### config.mk
export PLATFORM = sky130hd
export DESIGN_NAME = blk_sched
export DESIGN_NICKNAME = d
export VERILOG_FILES = /design/src/rtl/blk_pkg.sv /design/src/rtl/blk_sched_edge_det.sv /design/src/rtl/blk_sched.sv
export SDC_FILE = /design/constraint.sdc
export NUM_CORES = 1
export LEC_CHECK = 0
export CAP_MARGIN = 20
export CORE_ASPECT_RATIO = 1.75
export CORE_MARGIN = 2
export CORE_UTILIZATION = 52
export CTS_BUF_LIST = sky130_fd_sc_hd__clkbuf_4 sky130_fd_sc_hd__clkbuf_8
export DETAILED_ROUTE_END_ITERATION = 12
export GPL_TIMING_DRIVEN = 0
export PLACE_DENSITY = 0.83
export SYNTH_ARGS = -nofsm -noshare
export SYNTH_HDL_FRONTEND = slang
export SYNTH_SLANG_ARGS = --single-unit
### constraint.sdc
create_clock -name clk_i -period 2.8 [get_ports clk_i]
set_clock_uncertainty 0.2 [all_clocks]
set_input_delay 0.56 -clock clk_i [delete_from_list [all_inputs] [get_ports clk_i]]
set_output_delay 0.56 -clock clk_i [all_outputs]
set_load 0.01 [all_outputs]
### src/rtl/blk_pkg.sv
`default_nettype none
// ============================================================================
//  Module   : blk_pkg
//  Purpose  : Shared definitions for the block scheduler: FSM state
//             encoding, default geometry and small width/size helpers.
//  Revision : 1.0  initial release
// ============================================================================
package blk_pkg;

    // Scheduler states, explicitly encoded on two bits.
    typedef enum logic [1:0] {
        ST_WAIT   = 2'd0,   // idle after reset, waiting for a frame start
        ST_LINE   = 2'd1,   // active video of a line is being counted
        ST_HBLANK = 2'd2,   // between lines of a running frame
        ST_DONE   = 2'd3    // all block rows of the frame have been seen
    } blk_state_t;

    // Default geometry used by the top-level parameters.
    localparam int DEF_HBLKS  = 10;
    localparam int DEF_VBLKS  = 10;
    localparam int DEF_HBLK_W = 30;
    localparam int DEF_VBLK_H = 30;

    // Nominal pixels per line for the default geometry.
    localparam int LINE_PX = DEF_HBLKS * DEF_HBLK_W;

    // Pixels per line for an arbitrary geometry.
    function automatic int calc_line_px(input int hblks, input int hblk_w);
        return hblks * hblk_w;
    endfunction

    // Minimum width able to hold 0..n-1, never below one bit.
    function automatic int cnt_width(input int n);
        return (n <= 2) ? 1 : $clog2(n);
    endfunction

endpackage
`default_nettype wire

### src/rtl/blk_sched_edge_det.sv
`default_nettype none
// ============================================================================
//  Module   : edge_det
//  Purpose  : Registered rise/fall detector. The previous sample is held in
//             a flop; edges are flagged in the same cycle the new level
//             appears on the input.
//  Ports    : clk     - clock
//             rst     - synchronous active-high reset (history cleared to 0)
//             i_d     - level input
//             o_rise  - high for the cycle where i_d goes 0 -> 1
//             o_fall  - high for the cycle where i_d goes 1 -> 0
//  Revision : 1.0  initial release
// ============================================================================
module edge_det (
    input  logic clk,
    input  logic rst,
    input  logic i_d,
    output logic o_rise,
    output logic o_fall
);

    logic r_q;

    always_ff @(posedge clk) begin
        if (rst) begin
            r_q <= 1'b0;
        end else begin
            r_q <= i_d;
        end
    end

    assign o_rise =  i_d & ~r_q;
    assign o_fall = ~i_d &  r_q;

endmodule
`default_nettype wire

### src/rtl/blk_sched.sv
`default_nettype none
// ============================================================================
//  Module   : blk_sched
//  Purpose  : Block scheduler for a video stream. Splits each frame into a
//             grid of HBLKS x VBLKS blocks of HBLK_W pixels by VBLK_H lines,
//             delays the pixel stream by one cycle and emits save strobes
//             aligned with it.
//  Ports    : clk_i     - clock (rising edge)
//             rst_i     - synchronous active-high reset
//             de_i      - active-video enable
//             vs_i      - vertical sync, rising edge starts a frame
//             wd_i      - RGB 8:8:8 pixel data
//             de_o/wd_o - de_i/wd_i delayed by one cycle
//             h_save_o  - pulse on the last pixel of each horizontal block
//             v_save_o  - pulse at frame start and at each block-row boundary
//             bx_o      - horizontal block index of the pixel on wd_o
//             by_o      - current block row
//             err_o     - sticky line-length error, cleared at frame start
//  Revision : 1.0  initial release
// ============================================================================
module blk_sched
    import blk_pkg::*;
#(
    parameter int HBLKS  = DEF_HBLKS,
    parameter int VBLKS  = DEF_VBLKS,
    parameter int HBLK_W = DEF_HBLK_W,
    parameter int VBLK_H = DEF_VBLK_H
) (
    input  logic                     clk_i,
    input  logic                     rst_i,
    input  logic                     de_i,
    input  logic                     vs_i,
    input  logic [23:0]              wd_i,
    output logic                     de_o,
    output logic [23:0]              wd_o,
    output logic                     h_save_o,
    output logic                     v_save_o,
    output logic [$clog2(HBLKS)-1:0] bx_o,
    output logic [$clog2(VBLKS)-1:0] by_o,
    output logic                     err_o
);

    localparam int c_line_px = calc_line_px(HBLKS, HBLK_W);
    localparam int c_px_w    = cnt_width(HBLK_W);
    localparam int c_ln_w    = cnt_width(VBLK_H);
    localparam int c_bx_w    = $clog2(HBLKS);
    localparam int c_by_w    = $clog2(VBLKS);
    // The line counter saturates one past the nominal length so that an
    // over-long line remains distinguishable from a correct one.
    localparam int c_cnt_w   = $clog2(c_line_px + 2);

    // ------------------------------------------------------------------
    // Edge detection on the timing inputs
    // ------------------------------------------------------------------
    logic w_de_rise;
    logic w_de_fall;
    logic w_vs_rise;
    logic w_unused_vs_fall;

    edge_det u_de_edge (
        .clk    (clk_i),
        .rst    (rst_i),
        .i_d    (de_i),
        .o_rise (w_de_rise),
        .o_fall (w_de_fall)
    );

    edge_det u_vs_edge (
        .clk    (clk_i),
        .rst    (rst_i),
        .i_d    (vs_i),
        .o_rise (w_vs_rise),
        .o_fall (w_unused_vs_fall)
    );

    // ------------------------------------------------------------------
    // State and counters
    // ------------------------------------------------------------------
    blk_state_t          r_state, w_state_nxt;
    logic [c_px_w-1:0]   r_px,    w_px_nxt;     // pixel within block
    logic [c_bx_w-1:0]   r_bx,    w_bx_nxt;     // block of next pixel
    logic [c_ln_w-1:0]   r_ln,    w_ln_nxt;     // line within block row
    logic [c_by_w-1:0]   r_by,    w_by_nxt;     // block row
    logic [c_cnt_w-1:0]  r_cnt,   w_cnt_nxt;    // pixels seen on this line
    logic                r_err,   w_err_nxt;
    logic [c_bx_w-1:0]   r_bx_o,  w_bx_o_nxt;   // block of pixel on wd_o
    logic                r_h_save, w_h_save_nxt;
    logic                r_v_save, w_v_save_nxt;
    logic                r_de_o;
    logic [23:0]         r_wd_o;
    logic                w_take_px;

    always_comb begin
        w_state_nxt  = r_state;
        w_px_nxt     = r_px;
        w_bx_nxt     = r_bx;
        w_ln_nxt     = r_ln;
        w_by_nxt     = r_by;
        w_cnt_nxt    = r_cnt;
        w_err_nxt    = r_err;
        w_bx_o_nxt   = r_bx_o;
        w_h_save_nxt = 1'b0;
        w_v_save_nxt = 1'b0;
        w_take_px    = 1'b0;

        if (w_vs_rise) begin
            // Frame start wins over everything else, whatever the state.
            w_state_nxt  = ST_HBLANK;
            w_px_nxt     = '0;
            w_bx_nxt     = '0;
            w_ln_nxt     = '0;
            w_by_nxt     = '0;
            w_cnt_nxt    = '0;
            w_err_nxt    = 1'b0;
            w_bx_o_nxt   = '0;
            w_v_save_nxt = 1'b1;
        end else begin
            case (r_state)
                ST_HBLANK: begin
                    // Counters are already zero here: they are cleared at
                    // frame start and at every line end.
                    if (w_de_rise) begin
                        w_state_nxt = ST_LINE;
                        w_take_px   = 1'b1;
                    end
                end
                ST_LINE: begin
                    if (w_de_fall) begin
                        w_state_nxt = ST_HBLANK;
                        w_px_nxt    = '0;
                        w_bx_nxt    = '0;
                        w_cnt_nxt   = '0;
                        if (r_cnt != c_cnt_w'(c_line_px)) begin
                            w_err_nxt = 1'b1;
                        end
                        if (r_ln == c_ln_w'(VBLK_H - 1)) begin
                            w_ln_nxt = '0;
                            if (r_by == c_by_w'(VBLKS - 1)) begin
                                // Last row: the frame-start pulse already
                                // accounted for the first row boundary.
                                w_state_nxt = ST_DONE;
                            end else begin
                                w_by_nxt     = r_by + 1'b1;
                                w_v_save_nxt = 1'b1;
                            end
                        end else begin
                            w_ln_nxt = r_ln + 1'b1;
                        end
                    end else begin
                        w_take_px = 1'b1;
                    end
                end
                default: begin
                    // WAIT and DONE ignore de_i entirely.
                end
            endcase
        end

        if (w_take_px) begin
            if (r_cnt < c_cnt_w'(c_line_px)) begin
                w_bx_o_nxt = r_bx;
                if (r_px == c_px_w'(HBLK_W - 1)) begin
                    w_h_save_nxt = 1'b1;
                    w_px_nxt     = '0;
                    if (r_bx != c_bx_w'(HBLKS - 1)) begin
                        w_bx_nxt = r_bx + 1'b1;
                    end
                end else begin
                    w_px_nxt = r_px + 1'b1;
                end
            end
            if (r_cnt != c_cnt_w'(c_line_px + 1)) begin
                w_cnt_nxt = r_cnt + 1'b1;
            end
        end
    end

    always_ff @(posedge clk_i) begin
        if (rst_i) begin
            r_state  <= ST_WAIT;
            r_px     <= '0;
            r_bx     <= '0;
            r_ln     <= '0;
            r_by     <= '0;
            r_cnt    <= '0;
            r_err    <= 1'b0;
            r_bx_o   <= '0;
            r_h_save <= 1'b0;
            r_v_save <= 1'b0;
            r_de_o   <= 1'b0;
            r_wd_o   <= '0;
        end else begin
            r_state  <= w_state_nxt;
            r_px     <= w_px_nxt;
            r_bx     <= w_bx_nxt;
            r_ln     <= w_ln_nxt;
            r_by     <= w_by_nxt;
            r_cnt    <= w_cnt_nxt;
            r_err    <= w_err_nxt;
            r_bx_o   <= w_bx_o_nxt;
            r_h_save <= w_h_save_nxt;
            r_v_save <= w_v_save_nxt;
            r_de_o   <= de_i;
            r_wd_o   <= wd_i;
        end
    end

    assign de_o     = r_de_o;
    assign wd_o     = r_wd_o;
    assign h_save_o = r_h_save;
    assign v_save_o = r_v_save;
    assign bx_o     = r_bx_o;
    assign by_o     = r_by;
    assign err_o    = r_err;

endmodule
`default_nettype wire

==> results of run 1 <==
worst max-delay path: cells and delay by family:
kind,cells,cell delay [ns]
AOI/OAI and AO/OA,4,0.94
buffers and inverters,3,1.18
cell usage in the layout, fill, tap and decap left out, types with 3 or more instances in the layout:
cell type,instances
nand2b_1,5
and2_1,3
nand4b_1,3
or4_1,7
clkinv_2,3
a21oi_1,14
ha_1,14
o211ai_1,15
nor2_1,17
nor3_1,3
clkdlybuf4s50_1,63
nor4_1,4
clkbuf_8,11
and3_1,3
o31a_1,3
clkbuf_1,13
inv_1,13
dfxtp_1,62
nand4_1,13
a31oi_1,7
xor2_1,5
o21ai_0,6
nand3_1,9
nor2b_1,30
nand2_1,8
o31ai_1,3
a311oi_1,3
cell type report:
class | instances | area [um2] | share of cell area
Tap cell | 55 | 68.8 | 0.0187
Clock buffer | 12 | 159 | 0.0432
Buffer | 16 | 68.8 | 0.0187
Inverter | 13 | 48.8 | 0.0133
Timing Repair Buffer | 63 | 631 | 0.171
Sequential cell | 62 | 1240 | 0.337
Multi-Input combinational cell | 206 | 1420 | 0.385
Clock inverter | 4 | 45.0 | 0.0122
state kept, by name, indices dropped and copies added, names as in the netlist, 2 cells and up:
| name | flops |
|---|---|
| wd_o | 24 |
| r_cnt | 9 |
| r_ln | 5 |
| r_px | 5 |
| bx_o | 4 |
| by_o | 4 |
| r_bx | 4 |
| r_state | 2 |
power groups by stage:
stage	Clock, mW	Combinational, mW	Sequential, mW
2_1_floorplan	0	0.120	0.947
3_3_place_gp	0	0.246	0.937
3_5_place_dp	0	0.250	0.938
4_1_cts	0.805	0.251	0.918
5_1_grt	0.848	0.275	0.921
6_report	0.793	0.252	0.919
routing by layer:
layer	wire length (um)	vias to the layer above	part of all wire	GRT usage
met5	0	-	0	0
met4	170	0	0.025	0.147
met3	363	15	0.054	0.0680
met2	3710	94	0.55	0.423
met1	2470	1195	0.37	0.224
li1	-	1241	-	-
stage by stage:
stage | std cells | cell area, um2 | setup TNS, ns
floorplan | 297 | 2770 | 0
global placement | 415 | 3470 | -1.57
detailed placement | 415 | 3470 | -1.27
CTS | 431 | 3680 | 0
global route | 431 | 3680 | 0
finish | 431 | 3680 | 0
timing repair:
item | 4_1_cts | 5_1_grt
endpoints found under the hold margin | 0 | 0
hold buffers | 0 | 0
setup endpoints to repair | 0 | 2
gates resized for setup | 0 | 1
logic make-up (layout without fill, tap and decap cells):
logic type / Yosys count / count (layout) / synth area share
AND/OR/NAND/NOR: 116 / 116 / 0.250
flip-flops: 62 / 62 / 0.448
buffers and inverters: 29 / 108 / 0.0424
adder cells (fa/ha/maj): 14 / 14 / 0.0632
XOR/XNOR: 7 / 7 / 0.0221
AO/OA/AOI/OAI: 69 / 69 / 0.175
final timing paths:
check	from	to	slack [ns]
setup / recovery	de_i	r_cnt[7]	0.16
hold / removal	err_o	err_o	0.30
setup reg to reg	r_state[0]	r_cnt[7]	0.25
hold reg to reg	err_o	err_o	0.30
==> flow_summary_export.csv, run 1 <==
group,metric,value,unit
outcome,outcome,"complete, no violations",
clock_tree,clock_latency,0.33,ns
logic_synthesis,synth_top_area_frac,0.448,
worst_setup_path,cp-start-kind,"input pin",
drt,wl,6720,um
drt,ant_nets,0,
min_path,hold_depth,2,
timing,layout_setup_ws,0.160,ns
worst_setup_path,crit_slowest_cell,"clkdlybuf4s50_1",
logic_synthesis,async_flop_share,0,
pwr,power.density,534,nW/um2
global_route,grt_max_degree,11,
worst_setup_path,crit_arrival,2.69,ns
pwr,p_seq_frac,0.468,
floorplan,core-area,5210,um2
global_route,grt.total_usage,0.236,
worst_setup_path,worstPathMaxFanout,10,
clock_tree,clkSinkCount,62,
final_layout,fin_nets,413,
global_route,grt_pass1_vias,2540,
clock_tree,clockBufferDepth,2,
final_layout,drive_gt1_frac,0.0559,
timing,relSlewSlack,0.542,
pwr,power.leakage,1.29,nW
clock_tree,clkSlewWorstSetupHoldPaths,0.07,ns
floorplan,start_util,0.532,
timing,setup_viol,0,
logic_synthesis,ys_ff_latch,62,
logic_synthesis,synthTopCellsByArea,"dfxtp_1 45%, nor2b_1 6.8%, ha_1 6.3%",
pwr,power,1.96,mW
timing,max_freq,0.379,GHz
timing,tightestPinTransition,0.687,ns
floorplan,dieArea,5960,um2
logic_synthesis,synth-edff-count,0,
floorplan,pin_count,64,
timing,rsz0062_at_grt,"no",
clock_tree,cts_buffers,9,
worst_setup_path,critPathKind,"in -> reg",
pwr,p_clk_frac,0.404,
drt,viasPerCell,5.90,
logic_synthesis,synth_top_cell_by_area,"dfxtp_1",
global_route,antenna_found_initial,0,
logic_synthesis,ys_warn_count,0,
logic_synthesis,syn_inst,297,
worst_setup_path,critPathMaxStageDelay,0.50,ns
worst_setup_path,cp_data_required_time,2.85,ns
timing,fin_crit_sh,0.943,
global_route,grt_pass1_wl,10800,um
timing,finalHoldViolations,0,
pwr,peakVddDrop,0.414,mV
pwr,power_switching_share,0.244,
pwr,switching_power,0.479,mW
floorplan,fp.dieW,59.2,um
clock_tree,cts_root_buffer,"clkbuf_8",
job,maxCapViolations,0,
worst_setup_path,path_cells,"clkdlybuf4s50_1 > a21oi_1 > o21a_1 > buf_2 > buf_1 > o211ai_1 > a31oi_1",
pwr,pwr-share-comb,0.128,
placed_design,place.gp.congestion,0.891,
final_layout,fill_cells,418,
floorplan,rows,35,
clock_tree,h-tree-depth,3,
drt,drc_errors,0,
logic_synthesis,synth_cell_types,49,
logic_synthesis,yosysMostFrequentCell,"dfxtp_1",
drt,vias,2545,
placed_design,io_buffer_count,63,
logic_synthesis,synth-main-ff-cell,"dfxtp_1",
logic_synthesis,syn_area,2770,um2
drt,dr.pass1.iters,4,
pwr,p_int,1.49,mW
final_layout,num_antenna_cells,0,
placed_design,dp_slack,-0.131,ns
timing,fin_crit,2.64,ns
min_path,hp-class,"reg -> reg",
worst_setup_path,ff2ff_path_depth,8,
logic_synthesis,ys_top_cells_by_count,"62 x dfxtp_1, 30 x nor2b_1, 17 x nor2_1",
logic_synthesis,postSynthNetCount,339,
placed_design,hpwlAfterDp,4960,um
drt,drtIter0Drc,84,
clock_tree,cts_setup_buffers,0,
global_route,overflow,0,
logic_synthesis,synth_area_per_cell,9.34,um2
clock_tree,tritoncts,"done",
worst_setup_path,crit_path_end_kind,"register",
timing,hold_ws,0.302,ns
final_layout,area_delta_synth_final,32.7,%
timing,slew_violations,0,
floorplan,die_y,101,um
final_layout,final_util,0.706,
drt,wl_per_cell,15.6,um
logic_synthesis,synth-seq-area-share,0.448,
(Power assumes the default switching activity.)
==> run 2, diff against run 1 <==
Settings changed: CTS_CLUSTER_SIZE set to 20.
==> results of run 2 <==
No change in the layout: final DEF, timing and power equal those of run 1.
